$ cat config.mk
export PLATFORM = sky130hd
export DESIGN_NAME = gpout_console_tx
export DESIGN_NICKNAME = d
export VERILOG_FILES = /design/src/rtl/gpout_console_tx.sv
export SDC_FILE = /design/constraint.sdc
export NUM_CORES = 1
export LEC_CHECK = 0
export CAP_MARGIN = 30
export CORE_MARGIN = 2
export CORE_UTILIZATION = 30
export CTS_BUF_LIST = sky130_fd_sc_hd__clkbuf_8 sky130_fd_sc_hd__clkbuf_16
export DETAILED_ROUTE_END_ITERATION = 10
export PLACE_DENSITY = 0.45
export SKIP_LAST_GASP = 1
export SYNTH_ARGS = -nofsm -noshare
export SYNTH_HDL_FRONTEND = slang
export SYNTH_SLANG_ARGS = --single-unit
$ cat constraint.sdc
create_clock -name CLK -period 3.1 [get_ports CLK]
set_clock_uncertainty 0.15 [all_clocks]
set_input_delay 0.62 -clock CLK [delete_from_list [all_inputs] [get_ports CLK]]
set_output_delay 0.62 -clock CLK [all_outputs]
set_load 0.05 [all_outputs]
$ cat src/rtl/gpout_console_tx.sv
// -----------------------------------------------------------------------------
// gpout_console_tx
//
// Transmitter for the GPOUT debug console. Firmware or the bus bridge pushes
// 8-bit items, each tagged as a character or a numeric code, into a small
// FIFO. A sequencer pops one item at a time and serialises it onto GPOUT as a
// data-plus-strobe transfer:
//   - GPOUT[7:0] carries the item payload, loaded on the pop edge.
//   - GPOUT[9] pulses for characters and GPOUT[10] pulses for codes.
//   - GPOUT[8] mirrors BUSY.
//   - GPOUT[15:11] are tied low.
// Each transfer has three phases: setup (data stable, strobe low), strobe
// (strobe high) and hold (strobe low, data still stable).
// Transmitting code 8'd1 halts the block until reset. The FIFO keeps
// accepting items after the halt, but they are never sent.
//
// Ports
//   CLK      in   system clock
//   RSTn     in   asynchronous active-low reset
//   WR_EN    in   push request (one item per cycle)
//   WR_DATA  in   [7:0] item payload
//   WR_KIND  in   0 = character, 1 = code
//   FULL     out  FIFO holds FIFO_DEPTH items (registered)
//   EMPTY    out  FIFO holds no items (registered)
//   BUSY     out  sequencer is not idle (registered)
//   OVF      out  sticky: a push was dropped because the FIFO was full
//   DONE     out  code 8'd1 has been sent; block halted
//   GPOUT    out  [15:0] console pins, all bits registered
//
// Push handshake: WR_EN acts as a valid with no back-pressure. The matching
// "ready" is !FULL as registered at the start of the cycle. An item offered
// while FULL=1 is dropped and OVF sets. A pop in that same cycle does not
// rescue the item.
// -----------------------------------------------------------------------------
module gpout_console_tx #(
  parameter int FIFO_DEPTH    = 16,  // power of two, >= 2
  parameter int SETUP_CYCLES  = 1,   // >= 1
  parameter int STROBE_CYCLES = 2,   // >= 1
  parameter int HOLD_CYCLES   = 1    // >= 1
) (
  input  logic        CLK,
  input  logic        RSTn,
  input  logic        WR_EN,
  input  logic [7:0]  WR_DATA,
  input  logic        WR_KIND,
  output logic        FULL,
  output logic        EMPTY,
  output logic        BUSY,
  output logic        OVF,
  output logic        DONE,
  output logic [15:0] GPOUT
);

  // ---------------------------------------------------------------------------
  // Derived sizes
  // ---------------------------------------------------------------------------
  localparam int AW = $clog2(FIFO_DEPTH);  // pointer width
  localparam int CW = AW + 1;              // count width, holds 0..FIFO_DEPTH

  localparam int MAX_SS  = (SETUP_CYCLES > STROBE_CYCLES) ? SETUP_CYCLES : STROBE_CYCLES;
  localparam int MAX_CYC = (MAX_SS > HOLD_CYCLES) ? MAX_SS : HOLD_CYCLES;
  // The phase timer counts down from (cycles-1) to 0, so it only has to
  // represent MAX_CYC-1.
  localparam int TW = (MAX_CYC > 1) ? $clog2(MAX_CYC) : 1;

  localparam logic [CW-1:0] COUNT_FULL = CW'(FIFO_DEPTH);
  localparam logic [CW-1:0] COUNT_ONE  = CW'(1);
  localparam logic [AW-1:0] PTR_ONE    = AW'(1);
  localparam logic [TW-1:0] TMR_ONE    = TW'(1);
  localparam logic [TW-1:0] TMR_SETUP  = TW'(SETUP_CYCLES - 1);
  localparam logic [TW-1:0] TMR_STROBE = TW'(STROBE_CYCLES - 1);
  localparam logic [TW-1:0] TMR_HOLD   = TW'(HOLD_CYCLES - 1);

  localparam logic [7:0] HALT_CODE = 8'd1;

  typedef enum logic [2:0] {
    S_IDLE   = 3'd0,
    S_SETUP  = 3'd1,
    S_STROBE = 3'd2,
    S_HOLD   = 3'd3,
    S_HALT   = 3'd4
  } state_e;

  // ---------------------------------------------------------------------------
  // Declarations
  // ---------------------------------------------------------------------------
  // FIFO storage and control. Each entry is {KIND, DATA}.
  logic [8:0]    mem_q [FIFO_DEPTH];
  logic [AW-1:0] wr_ptr_q;
  logic [AW-1:0] rd_ptr_q;
  logic [CW-1:0] count_q;
  logic [CW-1:0] count_d;
  logic          full_q;
  logic          empty_q;
  logic          ovf_q;

  // Sequencer state and registered outputs.
  state_e        state_q;
  logic [TW-1:0] timer_q;
  logic [7:0]    data_q;
  logic          kind_q;
  logic          chr_stb_q;
  logic          code_stb_q;
  logic          busy_q;
  logic          done_q;

  logic          push_ok;
  logic          pop;
  logic [8:0]    rd_item;

  // ---------------------------------------------------------------------------
  // FIFO
  // ---------------------------------------------------------------------------
  assign push_ok = WR_EN & ~full_q;
  // Items are only popped from IDLE. DONE also blocks popping, so HALT is
  // terminal even though the FIFO keeps filling.
  assign pop     = (state_q == S_IDLE) & ~empty_q & ~done_q;
  assign rd_item = mem_q[rd_ptr_q];

  always_comb begin
    count_d = count_q;
    unique case ({push_ok, pop})
      2'b10:   count_d = count_q + COUNT_ONE;
      2'b01:   count_d = count_q - COUNT_ONE;
      default: count_d = count_q;  // idle, or push and pop cancel out
    endcase
  end

  // Payload storage needs no reset: an entry is only read after a push has
  // written it.
  always_ff @(posedge CLK) begin
    if (push_ok) begin
      mem_q[wr_ptr_q] <= {WR_KIND, WR_DATA};
    end
  end

  always_ff @(posedge CLK or negedge RSTn) begin
    if (!RSTn) begin
      wr_ptr_q <= '0;
      rd_ptr_q <= '0;
      count_q  <= '0;
      full_q   <= 1'b0;
      empty_q  <= 1'b1;
      ovf_q    <= 1'b0;
    end else begin
      // Pointers are AW bits wide, so they wrap modulo FIFO_DEPTH.
      if (push_ok) begin
        wr_ptr_q <= wr_ptr_q + PTR_ONE;
      end
      if (pop) begin
        rd_ptr_q <= rd_ptr_q + PTR_ONE;
      end
      count_q <= count_d;
      full_q  <= (count_d == COUNT_FULL);
      empty_q <= (count_d == '0);
      if (WR_EN && full_q) begin
        ovf_q <= 1'b1;
      end
    end
  end

  // ---------------------------------------------------------------------------
  // Sequencer
  // Every GPOUT bit comes from a flop written here, so the pins never glitch.
  // The data byte is only written on the pop edge. That keeps it stable
  // through setup, strobe and hold by construction.
  // ---------------------------------------------------------------------------
  always_ff @(posedge CLK or negedge RSTn) begin
    if (!RSTn) begin
      state_q    <= S_IDLE;
      timer_q    <= '0;
      data_q     <= '0;
      kind_q     <= 1'b0;
      chr_stb_q  <= 1'b0;
      code_stb_q <= 1'b0;
      busy_q     <= 1'b0;
      done_q     <= 1'b0;
    end else begin
      unique case (state_q)
        S_IDLE: begin
          if (pop) begin
            data_q  <= rd_item[7:0];
            kind_q  <= rd_item[8];
            timer_q <= TMR_SETUP;
            busy_q  <= 1'b1;
            state_q <= S_SETUP;
          end
        end

        S_SETUP: begin
          if (timer_q == '0) begin
            // Exactly one strobe, chosen by the popped kind.
            chr_stb_q  <= ~kind_q;
            code_stb_q <= kind_q;
            timer_q    <= TMR_STROBE;
            state_q    <= S_STROBE;
          end else begin
            timer_q <= timer_q - TMR_ONE;
          end
        end

        S_STROBE: begin
          if (timer_q == '0) begin
            chr_stb_q  <= 1'b0;
            code_stb_q <= 1'b0;
            timer_q    <= TMR_HOLD;
            state_q    <= S_HOLD;
          end else begin
            timer_q <= timer_q - TMR_ONE;
          end
        end

        S_HOLD: begin
          if (timer_q == '0) begin
            if (kind_q && (data_q == HALT_CODE)) begin
              // BUSY stays high in HALT because the FSM is not in IDLE.
              done_q  <= 1'b1;
              state_q <= S_HALT;
            end else begin
              busy_q  <= 1'b0;
              state_q <= S_IDLE;
            end
          end else begin
            timer_q <= timer_q - TMR_ONE;
          end
        end

        S_HALT: begin
          state_q <= S_HALT;
        end

        default: begin
          state_q    <= S_IDLE;
          chr_stb_q  <= 1'b0;
          code_stb_q <= 1'b0;
          busy_q     <= 1'b0;
        end
      endcase
    end
  end

  // ---------------------------------------------------------------------------
  // Outputs
  // ---------------------------------------------------------------------------
  assign FULL  = full_q;
  assign EMPTY = empty_q;
  assign BUSY  = busy_q;
  assign OVF   = ovf_q;
  assign DONE  = done_q;
  assign GPOUT = {5'b0_0000, code_stb_q, chr_stb_q, busy_q, data_q};

endmodule

==> results of run 1 <==
## power by group through the flow
stage | Combinational [uW] | Clock [uW] | Sequential [uW]
6_report | 2930 | 2150 | 3270
3_5_place_dp | 2970 | 0 | 3320
4_1_cts | 2990 | 2200 | 3280
3_3_place_gp | 2950 | 0 | 3310
5_1_grt | 3190 | 2310 | 3320
2_1_floorplan | 1880 | 0 | 3470
## stage by stage
stage | setup slack, ps | power, uW
floorplan | 232 | 5350
global placement | -11.7 | 6260
detailed placement | -51.3 | 6300
CTS | 379 | 8460
global route | 155 | 8820
finish | 372 | 8340
## routing by layer
| layer | up-vias | global-route usage, % | share of wire, % |
|---|---|---|---|
| li1 | 1723 | - | - |
| met1 | 2010 | 16.2 | 45 |
| met2 | 61 | 21.0 | 50 |
| met3 | 17 | 2.70 | 3.0 |
| met4 | 0 | 4.30 | 1.5 |
| met5 | - | 0 | 0 |
## worst max-delay path by stage
stage,cells after the start,to,slack [ps],startpoint
after floorplan,12,FULL,230,WR_EN
after global placement,11,FULL,-10,WR_EN
after detailed placement,11,FULL,-50,WR_EN
after CTS,11,FULL,380,WR_EN
after global routing,11,FULL,160,WR_EN
final,11,FULL,370,WR_EN
## final cells by class
type | count | area share [%]
clock buffers | 17 | 4.88
clock inverters | 15 | 1.95
inverters | 7 | 0.302
multi-input cells | 211 | 22.9
flip-flops and latches | 177 | 59.1
well taps | 324 | 4.65
repair buffers | 59 | 6.15
## logic make-up after synthesis
logic type / count (synthesis) / share of synthesized area [%]
XOR/XNOR: 11 / 1.31
AO/OA/AOI/OAI: 43 / 3.42
other: 1 / 0.0512
buffers and inverters: 35 / 2.66
flip-flops: 177 / 70.3
multiplexers: 55 / 14.6
AND/OR/NAND/NOR: 89 / 6.30
adder cells (fa/ha/maj): 8 / 1.37
## worst reg2reg max path, delay by kind of cell (launching register included)
| kind | cells | cell delay (ps) |
|---|---|---|
| AOI/OAI and AO/OA | 2 | 470 |
| xor gates and xnor gates | 2 | 340 |
| adders and majority gates | 2 | 390 |
| buffers and inverters | 1 | 100 |
| DFF | 1 | 480 |
| and+or+nand+nor | 4 | 580 |
## flip-flops by register name (all words and copies together), names as in the netlist
| signal | count |
|---|---|
| BUSY | 1 |
| DONE | 1 |
| EMPTY | 1 |
| FULL | 1 |
| OVF | 1 |
| chr_stb_q | 1 |
| code_stb_q | 1 |
| count_q | 5 |
| data_q | 8 |
| kind_q | 1 |
| mem_q | 144 |
| rd_ptr_q | 4 |
| state_q | 3 |
| timer_q | 1 |
| wr_ptr_q | 4 |
## synthesized netlist by cell type, drive strengths merged (3+ instances only)
master,instances
mux2,9
a31oi,3
buf,23
nor2b,8
a21oi,15
xnor2,9
nor3,6
mux2i,10
nand2,30
nand4,4
edfxtp,144
inv,7
clkbuf,5
nor3b,3
dfrtp,32
nor2,12
mux4,36
o21ai,16
ha,8
and2,16
==> impl_metrics.tcl, run 1 <==
set metrics [dict create \
    synth_cell_types 44 \
    drv_slew 0 \
    cts_resized 0 \
    clk_pin_slew_worst_paths_ps 70 \
    p_int_uw 5410 \
    cts.htree.levels 4 \
    min_to "OVF" \
    die_area_sq_mm 0.0257 \
    async_reset_ff_share_pct 18.6 \
    synth-edff-count 144 \
    clk-insertion-delay-late_ps 430 \
    die_w_um 160 \
    antenna_found_initial 0 \
    p_leak_uw 0.00307 \
    seq_area_frac_synth_pct 70.3 \
    drc 0 \
    worstSetupEndpointType "flip-flop" \
    p_clk_share_pct 25.7 \
    powerDensity_mw_per_mm2 958 \
    min_delay_path_depth 1 \
    rows 57 \
    timing.slew.headroom_pct 51.4 \
    path_buf_inv 2 \
    seqPwrFrac_pct 39.1 \
    grt_max_degree 40 \
    drive_gt1_share_pct 20.4 \
    setup_viol 0 \
    cp.required_ps 3290 \
    grt_pass1_vias 4032 \
    fmax_mhz 367 \
    mostFrequentLayoutCells "144 x edfxtp_1, 31 x dfrtp_1, 30 x nand2_1, 30 x buf_4, 27 x clkdlybuf4s50_1" \
    worst_path_most_repeated_cell "ha_1" \
    synth_top_area_share_pct 59.0 \
    critPathTopFamily "simple AND/OR/NAND/NOR gates" \
    initial_core_util_pct 30.3 \
    drtIter0Drc 333 \
    cts_tree "done" \
    multiInputGateArea_sq_mm 0.00200 \
    port_buffers 27 \
    hold_slack_ps 312 \
    synth-seq-cells 177 \
    arrival_ps 2920 \
    rrSetupSlack_ps 510 \
    comb_power_share_pct 35.1 \
    worstSetupStartpointType "primary input" \
    grt-ovfl-total 0 \
    drtPass1Iterations 4 \
    yosys_warnings 0 \
    r2r.worst_path.cells 11 \
    placed_cell_area_sq_mm 0.00812 \
    grt_util_all_layers_pct 12.5 \
    rsz0062_at_grt "false" \
    synth_area_sq_mm 0.00733 \
    worstReg2RegEnd "FULL" \
    crit_slowest_cell "clkdlybuf4s50_1" \
    syn_to_final_growth_pct 18.9 \
    post-route-util_pct 36.0 \
    hold_viol 0 \
    antenna_cells 0 \
    via_count 3811 \
    switching_power_uw 2940 \
    hold_class "reg2reg" \
    layout_commonest_cell "edfxtp_1" \
    maxCapViolations 0 \
    cts_hold_buf 0 \
    dpl.cell_count 778 \
    design_area_sq_mm 0.00871 \
    yosys-top-cells-area "edfxtp_1 59%, dfrtp_1 11%, mux4_2 6.5%" \
    crit_chain "clkdlybuf4s50_1, nor2b_1, inv_1, ha_1, xor2_1, ha_1, a21oi_1, mux2i_1, xnor2_1, or2_1, nor3b_1" \
    status "completed" \
    wl_mm 15.1 \
    r2r-start "state_q[1]" \
    clock_sinks 177 \
    synthCells 419 \
    ir_drop_mv 0.529 \
    place_hpwl_mm 9.83 \
    fin_setup_tns_ps 0 \
    finalNonFillerCells 810 \
    path_max_fanout 3 \
    post_cts.repair.setup_buffers 0 \
    final_nets 493 \
    synth_area_per_cell_sq_um 17.5 \
    cts_buffer_depth 2 \
    ys.flop_type "edfxtp_1" \
    min_from "OVF" \
    cts_buffers 17 \
    core_area_sq_mm 0.0242 \
    min_period_ps 2730 \
    fill_cells 2252 \
    ff_latch_area_sq_mm 0.00515 \
    globalplace.congestion 0.754 \
    wl_per_cell_um 18.6 \
    yosys.area.top_type "edfxtp_1" \
    worst-setup-path-type "in2reg" \
    slowest_delay_ps 480 \
    drt-vias-per-instance 4.70 \
    p_sw_share_pct 35.2 \
    fin_crit_sh_pct 88.0 \
    worstMarginPinSlew_ps 729 \
    cts_root_buffer "clkbuf_16" \
    chipHeight_um 160 \
    boundaryPins 33 \
    grt_pass1_wl_mm 23.8 \
    ant_nets 0 \
]
(Power assumes the default switching activity.)
==> inputs of run 2 (changes only) <==
--- a/config.mk
+++ b/config.mk
@@ -7,10 +7,10 @@
 export LEC_CHECK = 0
 export CAP_MARGIN = 30
 export CORE_MARGIN = 2
-export CORE_UTILIZATION = 30
+export CORE_UTILIZATION = 35
 export CTS_BUF_LIST = sky130_fd_sc_hd__clkbuf_8 sky130_fd_sc_hd__clkbuf_16
 export DETAILED_ROUTE_END_ITERATION = 10
-export PLACE_DENSITY = 0.45
+export PLACE_DENSITY = 0.51
 export SKIP_LAST_GASP = 1
 export SYNTH_ARGS = -nofsm -noshare
 export SYNTH_HDL_FRONTEND = slang
==> run 2 against run 1 <==
Compared with the run above: die area shrank 14%; sequential power is essentially flat; design area shrank 1.6%; first-iteration DRC count shrank 24%; clock power shrank 2%; global-route usage grew 1.4 points; worst setup slack gained 18 ps; non-clock buffer count shrank 5; worst hold slack lost 200 ps; critical endpoint unchanged.
==> impl_metrics.tcl, run 2 (synthesis results as in run 1) <==
set metrics [dict create \
    status "completed" \
    hold_class "in2async" \
    rrSetupSlack_ps 420 \
    antenna_cells 0 \
    cts.htree.levels 4 \
    fmax_mhz 369 \
    ant_nets 0 \
    globalplace.congestion 0.740 \
    wl_mm 14.2 \
    fin_setup_tns_ps 0 \
    drtPass1Iterations 4 \
    hold_viol 0 \
    grt_pass1_vias 3847 \
    powerDensity_mw_per_mm2 958 \
    drv_slew 0 \
    final_nets 488 \
    slowest_delay_ps 470 \
    worstSetupStartpointType "primary input" \
    timing.slew.headroom_pct 47.7 \
    worstReg2RegEnd "FULL" \
    worstMarginPinSlew_ps 784 \
    ir_drop_mv 0.392 \
    p_clk_share_pct 25.6 \
    cts_root_buffer "clkbuf_16" \
    path_max_fanout 3 \
    drt-vias-per-instance 4.97 \
    port_buffers 27 \
    maxCapViolations 0 \
    drive_gt1_share_pct 19.3 \
    p_leak_uw 0.00305 \
    arrival_ps 2900 \
    hold_slack_ps 110 \
    crit_chain "clkdlybuf4s50_1, nor2b_1, inv_1, ha_1, xor2_1, ha_1, a21oi_1, mux2i_1, xnor2_1, or2_1, nor3b_1" \
    clock_sinks 177 \
    syn_to_final_growth_pct 17.0 \
    grt_max_degree 34 \
    initial_core_util_pct 36.0 \
    core_area_sq_mm 0.0204 \
    worstSetupStartpoint "WR_EN" \
    rows 52 \
    place_hpwl_mm 8.98 \
    post_cts.repair.setup_buffers 0 \
    top_register "mem_q" \
    p_sw_share_pct 34.0 \
    die_area_sq_mm 0.0221 \
    switching_power_uw 2800 \
    r2r.worst_path.cells 11 \
    die_w_um 149 \
    cts_hold_buf 0 \
    cts_buffer_depth 2 \
    mostFrequentLayoutCells "144 x edfxtp_1, 31 x dfrtp_1, 30 x nand2_1, 26 x clkdlybuf4s50_1, 26 x buf_4" \
    grt-ovfl-total 0 \
    p_int_uw 5420 \
    cts_tree "done" \
    min_period_ps 2710 \
    grt_util_all_layers_pct 13.9 \
    cts_buffers 17 \
    crit_slowest_cell "clkdlybuf4s50_1" \
    rsz0062_at_grt "false" \
    cts_resized 0 \
    comb_power_share_pct 34.4 \
    clk-insertion-delay-late_ps 430 \
    worstSetupEndpointType "flip-flop" \
    boundaryPins 33 \
    largest_register_ffs 144 \
    layout_commonest_cell "edfxtp_1" \
    reg_top3 "mem_q x144, data_q x8, count_q x5" \
    drc 0 \
    via_count 3733 \
    chipHeight_um 149 \
    fin_crit_sh_pct 87.4 \
    seqPwrFrac_pct 40.0 \
    clk_pin_slew_worst_paths_ps 60 \
    grt_pass1_wl_mm 22.4 \
    worst-setup-path-type "in2reg" \
    worst_path_most_repeated_cell "ha_1" \
    cp.required_ps 3290 \
    drtIter0Drc 252 \
    r2r-start "DONE" \
    setup_viol 0 \
    wl_per_cell_um 19.0 \
    antenna_found_initial 0 \
]
-- run 2: how the worst max path moves through the flow --
stage	slack, ps	end
2_1_floorplan	230	FULL
3_3_place_gp	40	FULL
3_5_place_dp	-60	FULL
4_1_cts	400	FULL
5_1_grt	170	FULL
6_report	390	FULL
-- run 2: power groups by stage --
stage          clock, uW  sequential (uW)  combinational (uW)
2_1_floorplan          0             3470                1880
3_3_place_gp           0             3320                2820
3_5_place_dp           0             3340                2860
4_1_cts             2160             3290                2870
5_1_grt             2270             3340                3080
6_report            2110             3280                2830
-- run 2: worst max-delay path: cells and delay by family --
family | cells | cell delay [ps]
xor gates and xnor gates | 2 | 270
AOI/OAI and AO/OA | 1 | 160
buffers and inverters | 2 | 540
and+or+nand+nor | 3 | 610
muxes | 1 | 250
adders and majority gates | 2 | 440
-- run 2: cell type report --
type / count / area [sq um]
Clock inverter: 15 / 158
Tap cell: 270 / 338
Clock buffer: 17 / 425
Sequential cell: 177 / 5150
Fill cell: 1838 / 11800
Inverter: 7 / 26.3
Timing Repair Buffer: 54 / 480
Multi-Input combinational cell: 211 / 2000
-- run 2: stage by stage --
stage / area, sq um / instances / total power, uW / util (%) / setup slack [ps]
after floorplan: 7340 / 423 / 5350 / - / 232
after global placement: 7990 / 719 / 6140 / 39.2 / 42.8
after detailed placement: 7990 / 719 / 6200 / 39.2 / -60.7
after CTS: 8580 / 751 / 8320 / 42.1 / 405
after global routing: 8580 / 751 / 8700 / 42.1 / 168
final: 8580 / 751 / 8220 / 42.1 / 390
-- run 2: metal layers --
layer	vias to the layer above	track usage [%]	routed length (um)
met1	1913	17.8	6260
met5	-	0	0
met2	93	23.4	7140
met3	12	2.85	632
met4	0	5.24	205
li1	1715	-	-
==> inputs of run 3 (changes only) <==
--- a/config.mk
+++ b/config.mk
@@ -12,6 +12,7 @@
 export DETAILED_ROUTE_END_ITERATION = 10
 export PLACE_DENSITY = 0.51
 export SKIP_LAST_GASP = 1
+export SLEW_MARGIN = 20
 export SYNTH_ARGS = -nofsm -noshare
 export SYNTH_HDL_FRONTEND = slang
 export SYNTH_SLANG_ARGS = --single-unit
==> results of run 3 <==
Same layout as run 2: the final DEF is identical, and so are final timing and power.
